===== src/rtl/avalon_mem_bridge_pkg.sv =====
// Shared types and helpers for the CPU-to-Avalon memory bridge: FSM states,
// byte-lane swap functions and the default timeout sizing.
package avalon_mem_bridge_pkg;

  typedef enum logic [1:0] {
    IDLE = 2'd0,
    BUS  = 2'd1,
    RESP = 2'd2
  } state_t;

  localparam int DEFAULT_TIMEOUT_CYCLES = 1024;
  localparam int DEFAULT_CNT_W          = 11;

  // Avalon lanes are little-endian, the CPU is big-endian: reverse byte order.
  function automatic logic [31:0] swap32(input logic [31:0] x);
    return {x[7:0], x[15:8], x[23:16], x[31:24]};
  endfunction

  function automatic logic [3:0] swap4(input logic [3:0] be);
    return {be[0], be[1], be[2], be[3]};
  endfunction

endpackage


===== src/rtl/avalon_wait_timer.sv =====
// Counts stalled bus cycles; expired is high once TIMEOUT_CYCLES-1 stalled
// cycles have been seen since the last clear.
module avalon_wait_timer #(
  parameter int TIMEOUT_CYCLES = 1024,
  parameter int CNT_W          = 11
) (
  input  logic clk,
  input  logic reset,
  input  logic clear,
  input  logic enable,
  output logic expired
);

  localparam logic [CNT_W-1:0] LAST = CNT_W'(TIMEOUT_CYCLES - 1);

  logic [CNT_W-1:0] cnt_q;
  logic [CNT_W-1:0] cnt_d;

  assign expired = (cnt_q == LAST);

  // Saturates at LAST so a lingering enable can never wrap the count.
  always_comb begin
    cnt_d = cnt_q;
    if (clear) begin
      cnt_d = '0;
    end else if (enable && !expired) begin
      cnt_d = cnt_q + 1'b1;
    end
  end

  always_ff @(posedge clk or negedge reset) begin
    if (!reset) begin
      cnt_q <= '0;
    end else begin
      cnt_q <= cnt_d;
    end
  end

endmodule


===== src/rtl/avalon_mem_bridge.sv =====
// Bus-master bridge from the CPU control unit to Avalon-MM: one word request per
// handshake, endian swap, stall timeout. Optional posted writes under
// `AVALON_MEM_BRIDGE_POSTED_WRITE_EN.
module avalon_mem_bridge
  import avalon_mem_bridge_pkg::*;
#(
  parameter int TIMEOUT_CYCLES = DEFAULT_TIMEOUT_CYCLES,
  parameter int CNT_W          = DEFAULT_CNT_W
) (
  input  logic        clk,
  input  logic        reset,
  input  logic        req_valid,
  output logic        req_ready,
  input  logic        req_write,
  input  logic [31:0] req_addr,
  input  logic [31:0] req_wdata,
  input  logic [3:0]  req_byteen,
  output logic        rsp_valid,
  output logic [31:0] rsp_rdata,
  output logic        rsp_err,
  output logic [31:0] address,
  output logic        read,
  output logic        write,
  input  logic        waitrequest,
  output logic [31:0] writedata,
  output logic [3:0]  byteenable,
  input  logic [31:0] readdata,
  output logic [1:0]  dbg_state
);

  localparam logic [31:0] ADDR_MASK = 32'hFFFF_FFFC;

  state_t      state_q, state_d;
  logic [31:0] address_q, address_d;
  logic        read_q, read_d;
  logic        write_q, write_d;
  logic [31:0] writedata_q, writedata_d;
  logic [3:0]  byteenable_q, byteenable_d;
  logic [31:0] rsp_rdata_q, rsp_rdata_d;
  logic        rsp_err_q, rsp_err_d;

  logic accept;
  logic timer_clear;
  logic timer_en;
  logic timer_expired;

  // Handshake: a request transfers on a rising edge where req_valid && req_ready;
  // the CPU holds req_* stable while req_valid is high and req_ready is low.
  assign accept   = req_valid && req_ready;
  assign timer_en = (state_q == BUS) && waitrequest;

`ifdef AVALON_MEM_BRIDGE_POSTED_WRITE_EN
  logic        buf_valid_q, buf_valid_d;
  logic [31:0] buf_addr_q, buf_addr_d;
  logic [31:0] buf_wdata_q, buf_wdata_d;
  logic [3:0]  buf_be_q, buf_be_d;
  logic        cur_wr_q, cur_wr_d;
  logic        post_rsp_q, post_rsp_d;
  logic        err_sticky_q, err_sticky_d;

  // A second write may be parked while a posted write is on the bus.
  assign req_ready = ((state_q == IDLE) && !buf_valid_q) ||
                     ((state_q == BUS) && write_q && req_write && !buf_valid_q);
  assign rsp_valid = ((state_q == RESP) && !cur_wr_q) || post_rsp_q;
  assign rsp_err   = rsp_err_q | err_sticky_q;
`else
  assign req_ready = (state_q == IDLE);
  assign rsp_valid = (state_q == RESP);
  assign rsp_err   = rsp_err_q;
`endif

  always_comb begin
    state_d      = state_q;
    address_d    = address_q;
    read_d       = read_q;
    write_d      = write_q;
    writedata_d  = writedata_q;
    byteenable_d = byteenable_q;
    rsp_rdata_d  = rsp_rdata_q;
    rsp_err_d    = rsp_err_q;
    timer_clear  = 1'b0;
`ifdef AVALON_MEM_BRIDGE_POSTED_WRITE_EN
    buf_valid_d  = buf_valid_q;
    buf_addr_d   = buf_addr_q;
    buf_wdata_d  = buf_wdata_q;
    buf_be_d     = buf_be_q;
    cur_wr_d     = cur_wr_q;
    post_rsp_d   = accept && req_write;
    err_sticky_d = err_sticky_q;
`endif
    case (state_q)
      IDLE: begin
`ifdef AVALON_MEM_BRIDGE_POSTED_WRITE_EN
        if (buf_valid_q) begin
          state_d      = BUS;
          address_d    = buf_addr_q;
          read_d       = 1'b0;
          write_d      = 1'b1;
          writedata_d  = buf_wdata_q;
          byteenable_d = buf_be_q;
          rsp_err_d    = 1'b0;
          timer_clear  = 1'b1;
          buf_valid_d  = 1'b0;
          cur_wr_d     = 1'b1;
        end else
`endif
        if (accept) begin
          state_d      = BUS;
          address_d    = req_addr & ADDR_MASK;
          read_d       = !req_write;
          write_d      = req_write;
          writedata_d  = swap32(req_wdata);
          byteenable_d = swap4(req_byteen);
          rsp_err_d    = 1'b0;
          timer_clear  = 1'b1;
`ifdef AVALON_MEM_BRIDGE_POSTED_WRITE_EN
          cur_wr_d     = req_write;
`endif
        end
      end
      BUS: begin
`ifdef AVALON_MEM_BRIDGE_POSTED_WRITE_EN
        if (accept) begin
          buf_valid_d = 1'b1;
          buf_addr_d  = req_addr & ADDR_MASK;
          buf_wdata_d = swap32(req_wdata);
          buf_be_d    = swap4(req_byteen);
        end
        if (write_q && waitrequest && timer_expired) begin
          err_sticky_d = 1'b1;
        end
`endif
        // A released stall wins over a timeout landing on the same edge.
        if (!waitrequest || timer_expired) begin
          state_d   = RESP;
          read_d    = 1'b0;
          write_d   = 1'b0;
          rsp_err_d = waitrequest;
          if (read_q && !waitrequest) begin
            rsp_rdata_d = swap32(readdata);
          end
        end
      end
      RESP: begin
        state_d = IDLE;
      end
      default: begin
        state_d = IDLE;
      end
    endcase
  end

  always_ff @(posedge clk or negedge reset) begin
    if (!reset) begin
      state_q      <= IDLE;
      address_q    <= '0;
      read_q       <= 1'b0;
      write_q      <= 1'b0;
      writedata_q  <= '0;
      byteenable_q <= '0;
      rsp_rdata_q  <= '0;
      rsp_err_q    <= 1'b0;
    end else begin
      state_q      <= state_d;
      address_q    <= address_d;
      read_q       <= read_d;
      write_q      <= write_d;
      writedata_q  <= writedata_d;
      byteenable_q <= byteenable_d;
      rsp_rdata_q  <= rsp_rdata_d;
      rsp_err_q    <= rsp_err_d;
    end
  end

`ifdef AVALON_MEM_BRIDGE_POSTED_WRITE_EN
  always_ff @(posedge clk or negedge reset) begin
    if (!reset) begin
      buf_valid_q  <= 1'b0;
      buf_addr_q   <= '0;
      buf_wdata_q  <= '0;
      buf_be_q     <= '0;
      cur_wr_q     <= 1'b0;
      post_rsp_q   <= 1'b0;
      err_sticky_q <= 1'b0;
    end else begin
      buf_valid_q  <= buf_valid_d;
      buf_addr_q   <= buf_addr_d;
      buf_wdata_q  <= buf_wdata_d;
      buf_be_q     <= buf_be_d;
      cur_wr_q     <= cur_wr_d;
      post_rsp_q   <= post_rsp_d;
      err_sticky_q <= err_sticky_d;
    end
  end
`endif

  avalon_wait_timer #(
    .TIMEOUT_CYCLES(TIMEOUT_CYCLES),
    .CNT_W         (CNT_W)
  ) u_timer (
    .clk    (clk),
    .reset  (reset),
    .clear  (timer_clear),
    .enable (timer_en),
    .expired(timer_expired)
  );

  assign address    = address_q;
  assign read       = read_q;
  assign write      = write_q;
  assign writedata  = writedata_q;
  assign byteenable = byteenable_q;
  assign rsp_rdata  = rsp_rdata_q;
  assign dbg_state  = state_q;

endmodule


===== config.mk =====
export PLATFORM = sky130hd
export DESIGN_NAME = avalon_mem_bridge
export DESIGN_NICKNAME = d
export VERILOG_FILES = /design/src/rtl/avalon_mem_bridge_pkg.sv /design/src/rtl/avalon_wait_timer.sv /design/src/rtl/avalon_mem_bridge.sv
export SDC_FILE = /design/constraint.sdc
export NUM_CORES = 1
export LEC_CHECK = 0
export CAP_MARGIN = 0
export CORE_MARGIN = 5
export CORE_UTILIZATION = 44
export CTS_CLUSTER_SIZE = 8
export DETAILED_ROUTE_END_ITERATION = 10
export PLACE_DENSITY = 0.86
export SKIP_LAST_GASP = 1
export SLEW_MARGIN = 20
export SYNTH_ARGS = -nofsm -noshare
export SYNTH_HDL_FRONTEND = slang
export SYNTH_SLANG_ARGS = --single-unit

===== constraint.sdc =====
create_clock -name clk -period 4.01 [get_ports clk]
set_input_delay 0.802 -clock clk [delete_from_list [all_inputs] [get_ports clk]]
set_output_delay 0.802 -clock clk [all_outputs]
set_load 0.02 [all_outputs]

### Yosys cells after proc, flatten, opt, wreduce, memory -nomap -nowiden

Index checks and enable logic that the tools add are counted.

| storage, ports and cells | value |
|---|---|
| flip-flop bits (word level) | 114 |
| input bits | 105 |
| output and inout bits | 107 |
| word-level logic and storage cells | 45 |

| cells by class | value |
|---|---|
| $add $sub $neg | 1 |
| equality and inequality tests | 5 |
| multiplexer cells | 15 |
| reduce and logical (&&, ||, !) cells | 15 |

Operator list:

| cell | count |
|---|---|
| two-way mux 11 bit | 2 |
| adder 11 x 1 -> 11 bit (second input constant) | 1 |
| == test 11 x 10 -> 1 bit (second input constant) | 1 |
| two-way mux 1 bit | 7 |
| one-hot mux 1 bit (2 select lines) | 3 |
| AND reduction 3 bit | 2 |
| logical AND 1 bit | 4 |
| two-way mux 2 bit | 2 |
| inequality test 2 x 1 -> 1 bit (second input constant) | 2 |
| one-hot mux 2 bit (2 select lines) | 1 |
| AND reduction 2 bit | 2 |
| nonzero test 2 bit | 2 |
| logical NOT 1 bit | 3 |
| == test 2 x 1 -> 1 bit (second input constant) | 1 |
| == test 2 bit (second input constant) | 1 |
| logical NOT 2 bit | 1 |
| logical OR 1 bit | 1 |

### Longest topological paths before layout

| logic depth | value |
|---|---|
| depth in word-level cells | 5 |
| mapped depth | 6 |
| gate-level depth less buffers | 5 |

### By module

Synthesis repeated with hierarchy kept, for this count alone.

| unflattened totals | value |
|---|---|
| cell total of the unflattened synthesis | 300 |
| area, all modules | 4595.7 um2 |

Modules (own cells, without submodules):

| module | times used | cells an instance | area each (um2) |
|---|---|---|---|
| avalon_mem_bridge | 1 | 231 | 3941.3 |
| avalon_wait_timer | 1 | 69 | 654.4 |

### Worst setup path before layout

OpenSTA, ideal clock, no wires.

| timing | value |
|---|---|
| path kind | register to output |
| start point | reg state_q[1] (netlist: dbg_state[1]) |
| end point | out rsp_valid |
| data arrival time | 1.010 ns |
| required time | 3.208 ns |
| setup slack | 2.198 ns |
| stages on the path, launching flop included | 3 |
| buffers on the path | 1 |
| path through | dfrtp_1 > buf_2 > nor2b_1 |

| on the way | value |
|---|---|
| longest elaborated chain between the ends | 1 |

RTL lines:

| what | line | text |
|---|---|---|
| from (decl) | avalon_mem_bridge.sv:33 | `state_t state_q, state_d;` |
| from (signal assigned) | avalon_mem_bridge.sv:164 | `state_q <= state_d;` |
| == test 2 bit | avalon_mem_bridge.sv:68 | `assign rsp_valid = (state_q == RESP);` |
| to (decl) | avalon_mem_bridge.sv:18 | `output logic rsp_valid,` |

Every way passes these cells.

### Worst setup path after layout

Ends and elaborated chain as after synthesis.

==> impl_metrics.prom <==
# TYPE chip_impl_metric gauge
chip_impl_info{name="run_status",value="finished clean"} 1
chip_impl_metric{name="finalInstanceArea",unit="mm2"} 0.00727
chip_impl_metric{name="routedWlPerCell",unit="um"} 15.8
chip_impl_metric{name="power_leakage",unit="nW"} 3.42
chip_impl_metric{name="globalRouteTotalUtil",unit="%"} 20.4
chip_impl_metric{name="antenna_cells_inserted",unit=""} 0
chip_impl_info{name="final_cell_mix",value="sky130_fd_sc_hd__clkdlybuf4s50_1 (206), sky130_fd_sc_hd__nand2_1 (205), sky130_fd_sc_hd__dfrtp_1 (114), sky130_fd_sc_hd__mux2_1 (32), sky130_fd_sc_hd__clkbuf_16 (16)"} 1
chip_impl_info{name="most_frequent_standard_cell_in_the_layout_excluding_fill_and_tap_cells",value="sky130_fd_sc_hd__clkdlybuf4s50_1"} 1
chip_impl_info{name="setup.worst_path.end_class",value="primary output"} 1
chip_impl_metric{name="via_per_inst",unit=""} 4.88
chip_impl_metric{name="vias",unit=""} 3853
chip_impl_metric{name="row_count",unit=""} 37
chip_impl_metric{name="die_h",unit="um"} 112
chip_impl_info{name="regToRegEndpoint",value="rsp_rdata[19]"} 1
chip_impl_metric{name="worstPathArrival",unit="ns"} 1.88
chip_impl_metric{name="synthCells",unit=""} 437
chip_impl_info{name="min_path_type",value="input port to asynchronous set/reset pin"} 1
chip_impl_metric{name="dpl_cell_area",unit="mm2"} 0.00672
chip_impl_metric{name="die_area",unit="mm2"} 0.0126
chip_impl_metric{name="max_freq",unit="MHz"} 372
chip_impl_metric{name="cts.htree.levels",unit=""} 4
chip_impl_metric{name="synth_seq_cells",unit=""} 114
chip_impl_metric{name="fin_tns_setup",unit="ns"} 0
chip_impl_metric{name="cts.reportedPaths.clkPinSlew",unit="ns"} 0.05
chip_impl_metric{name="final_hold_viol_count",unit=""} 0
chip_impl_metric{name="wirelength",unit="mm"} 12.5
chip_impl_metric{name="power_per_cell_area",unit="mW/mm2"} 759
chip_impl_metric{name="synth_top_area_share",unit="%"} 62.1
chip_impl_metric{name="dr.pass1.iters",unit=""} 4
chip_impl_info{name="synth_area_leader_cell",value="sky130_fd_sc_hd__dfrtp_1"} 1
chip_impl_metric{name="detail_route.drc_violations",unit=""} 0
chip_impl_metric{name="maxCapViolations",unit=""} 0
chip_impl_metric{name="timing.reg2reg.setup_slack",unit="ns"} 1.80
chip_impl_info{name="synth_top_cells_by_area",value="sky130_fd_sc_hd__dfrtp_1 (62%), sky130_fd_sc_hd__nand2_1 (17%), sky130_fd_sc_hd__mux2_1 (7.8%)"} 1
chip_impl_metric{name="finalWorstPathRequiredPeriod",unit="ns"} 2.69
chip_impl_metric{name="worstPathRequired",unit="ns"} 3.21
chip_impl_metric{name="grt_max_degree",unit=""} 76
chip_impl_metric{name="fin_total_pwr",unit="mW"} 5.52
chip_impl_metric{name="place.detailed.hpwl",unit="mm"} 9.03
chip_impl_info{name="tritoncts",value="done"} 1
chip_impl_metric{name="cts_resized",unit=""} 0
chip_impl_metric{name="final_nets",unit=""} 751
chip_impl_metric{name="yosys.cell_types.count",unit=""} 41
chip_impl_metric{name="ios",unit=""} 212
chip_impl_metric{name="slew_viol_final",unit=""} 0
chip_impl_info{name="r2r-start",value="dbg_state[0]"} 1
chip_impl_metric{name="post-cts-setup-buffers",unit=""} 0
chip_impl_metric{name="count_of_antenna_violating_nets_left_after_detailed_routing",unit=""} 0
chip_impl_info{name="rsz0062_at_grt",value="no"} 1
chip_impl_metric{name="drive_above_1_share",unit="%"} 5.97
chip_impl_metric{name="cts_num_sinks",unit=""} 114
chip_impl_metric{name="synth-seq-area-share",unit="%"} 62.1
chip_impl_metric{name="sequential_cell_area",unit="mm2"} 0.00285
chip_impl_metric{name="multi_input_comb_area",unit="mm2"} 0.00156
chip_impl_metric{name="syn_area",unit="mm2"} 0.00460
chip_impl_metric{name="worstSkewPairLatency",unit="ns"} 0.49
chip_impl_info{name="timing.setup.critical_path_class",value="flop to primary output"} 1
chip_impl_metric{name="final.fill_count",unit=""} 754
chip_impl_metric{name="peakVddDrop",unit="mV"} 0.400
chip_impl_metric{name="global_route_wire_length_before_repair",unit="mm"} 20.7
chip_impl_info{name="crit_path_start_kind",value="flop"} 1
chip_impl_metric{name="clock_skew",unit="ns"} 0.00713
chip_impl_metric{name="initial_utilization",unit="%"} 44.7
chip_impl_metric{name="clk_path_buf_depth",unit=""} 2
chip_impl_metric{name="utilization",unit="%"} 70.7
chip_impl_metric{name="die_width",unit="um"} 112
chip_impl_info{name="cts_root_buf",value="sky130_fd_sc_hd__clkbuf_8"} 1
chip_impl_metric{name="dp_slack",unit="ns"} 1.17
chip_impl_metric{name="globalRoute.totalOverflow",unit=""} 0
chip_impl_metric{name="first_global_vias",unit=""} 4202
chip_impl_metric{name="areaGrowthSynthToFinish",unit="%"} 58.1
chip_impl_metric{name="globalplace.congestion",unit=""} 0.824
chip_impl_metric{name="numPortBuffers",unit=""} 207
chip_impl_metric{name="grt_antenna_before_repair",unit=""} 0
chip_impl_metric{name="post-route-worst-setup-slack",unit="ns"} 1.32
chip_impl_metric{name="cts_hold_repair_buffers",unit=""} 0
chip_impl_metric{name="setup-violations-final",unit=""} 0
chip_impl_metric{name="iteration_0_drc_markers",unit=""} 189
chip_impl_metric{name="coreArea",unit="mm2"} 0.0103
chip_impl_metric{name="post-route-period-util",unit="%"} 67.0
chip_impl_metric{name="worst-path-max-fanout",unit=""} 12
chip_impl_metric{name="syn-mean-instance-area",unit="um2"} 10.5
chip_impl_metric{name="cts-buffers-inserted",unit=""} 17
chip_impl_metric{name="maxSlewHeadroom",unit="%"} 37.5
chip_impl_metric{name="timing_worst_slew_pin_value",unit="ns"} 0.937
chip_impl_metric{name="yosysWarnings",unit=""} 0
chip_impl_metric{name="r2r.worst_path.cells",unit=""} 4
-- through the flow --
stage,hold WS [ns],instances
4_1_cts,0.336,789
3_5_place_dp,0.461,762
6_report,0.341,789
2_1_floorplan,0.482,438
3_3_place_gp,0.456,762
5_1_grt,0.367,789
-- registers in the layout, summed over array words and instances, names as in the netlist --
name and cells:
byteenable 4, address 30, rsp_rdata 32, dbg_state 2, u_timer.cnt_q 11, read 1
writedata 32, rsp_err 1, write 1
-- cells by family (layout without fill, tap and decap cells) --
logic type / Yosys count / in the layout / synth area share, %
flops: 114 / 114 / 62.1
simple gates: 237 / 237 / 21.5
other cells: 1 / 2 / 0.0816
buf+inv: 28 / 243 / 4.33
fa+ha+maj: 1 / 1 / 0.272
mux: 34 / 34 / 8.27
compound gates: 22 / 22 / 3.51
-- layer usage --
metal,global-route usage [%],vias to the layer above,wire (um)
met5,0,-,0
met4,8.49,0,235
met3,6.58,18,908
met2,34.7,151,6360
met1,23.9,1857,4990
li1,-,1827,-
-- worst max path at each step --
stage	startpoint	to	slack, ns	cells after the start
5_1_grt	dbg_state[1]	rsp_valid	1.22	2
6_report	dbg_state[1]	rsp_valid	1.32	2
3_5_place_dp	waitrequest	rsp_rdata[17]	1.17	4
3_3_place_gp	waitrequest	rsp_rdata[27]	1.24	4
2_1_floorplan	dbg_state[1]	rsp_valid	2.20	2
4_1_cts	dbg_state[1]	rsp_valid	1.30	2
-- synth_stat cells, drive strengths merged --
cell type / number
o22ai: 2
nand4: 3
o311ai: 1
a311oi: 1
conb: 1
nor2: 5
o211ai: 2
o41ai: 1
nand3b: 2
a31oi: 2
inv: 5
nand3: 3
or3: 1
a41o: 2
mux2: 32
a41oi: 1
buf: 23
mux2i: 2
or3b: 1
dfrtp: 114
o31ai: 1
a31o: 1
and4: 2
ha: 1
o21ai: 1
nand2: 206
a21oi: 4
a211oi: 2
and3: 4
nor3b: 1
and3b: 1
nand2b: 1
nor2b: 2
o311a: 1
nor3: 5
-- worst max-delay path, stage by stage, from the launching register on --
cell and delay, ns:
sky130_fd_sc_hd__dfrtp_1 0.59, sky130_fd_sc_hd__nor2b_1 0.18, sky130_fd_sc_hd__clkdlybuf4s50_1 0.63
-- power by group --
part	internal, mW	switching (mW)	total [mW]
registers	1.61	0.268	1.88
clock network	0.927	0.467	1.39
logic	1.08	1.17	2.25
total	3.61	1.90	5.52
-- area by class of cell --
| class | count | share of cell area, % |
|---|---|---|
| Timing Repair Buffer | 211 | 29.1 |
| Clock inverter | 6 | 1.14 |
| Tap cell | 136 | 2.34 |
| Multi-Input combinational cell | 296 | 21.5 |
| Clock buffer | 21 | 6.46 |
| Sequential cell | 114 | 39.3 |
| Inverter | 5 | 0.258 |
No activity file was read; power rests on OpenSTA's default activity.
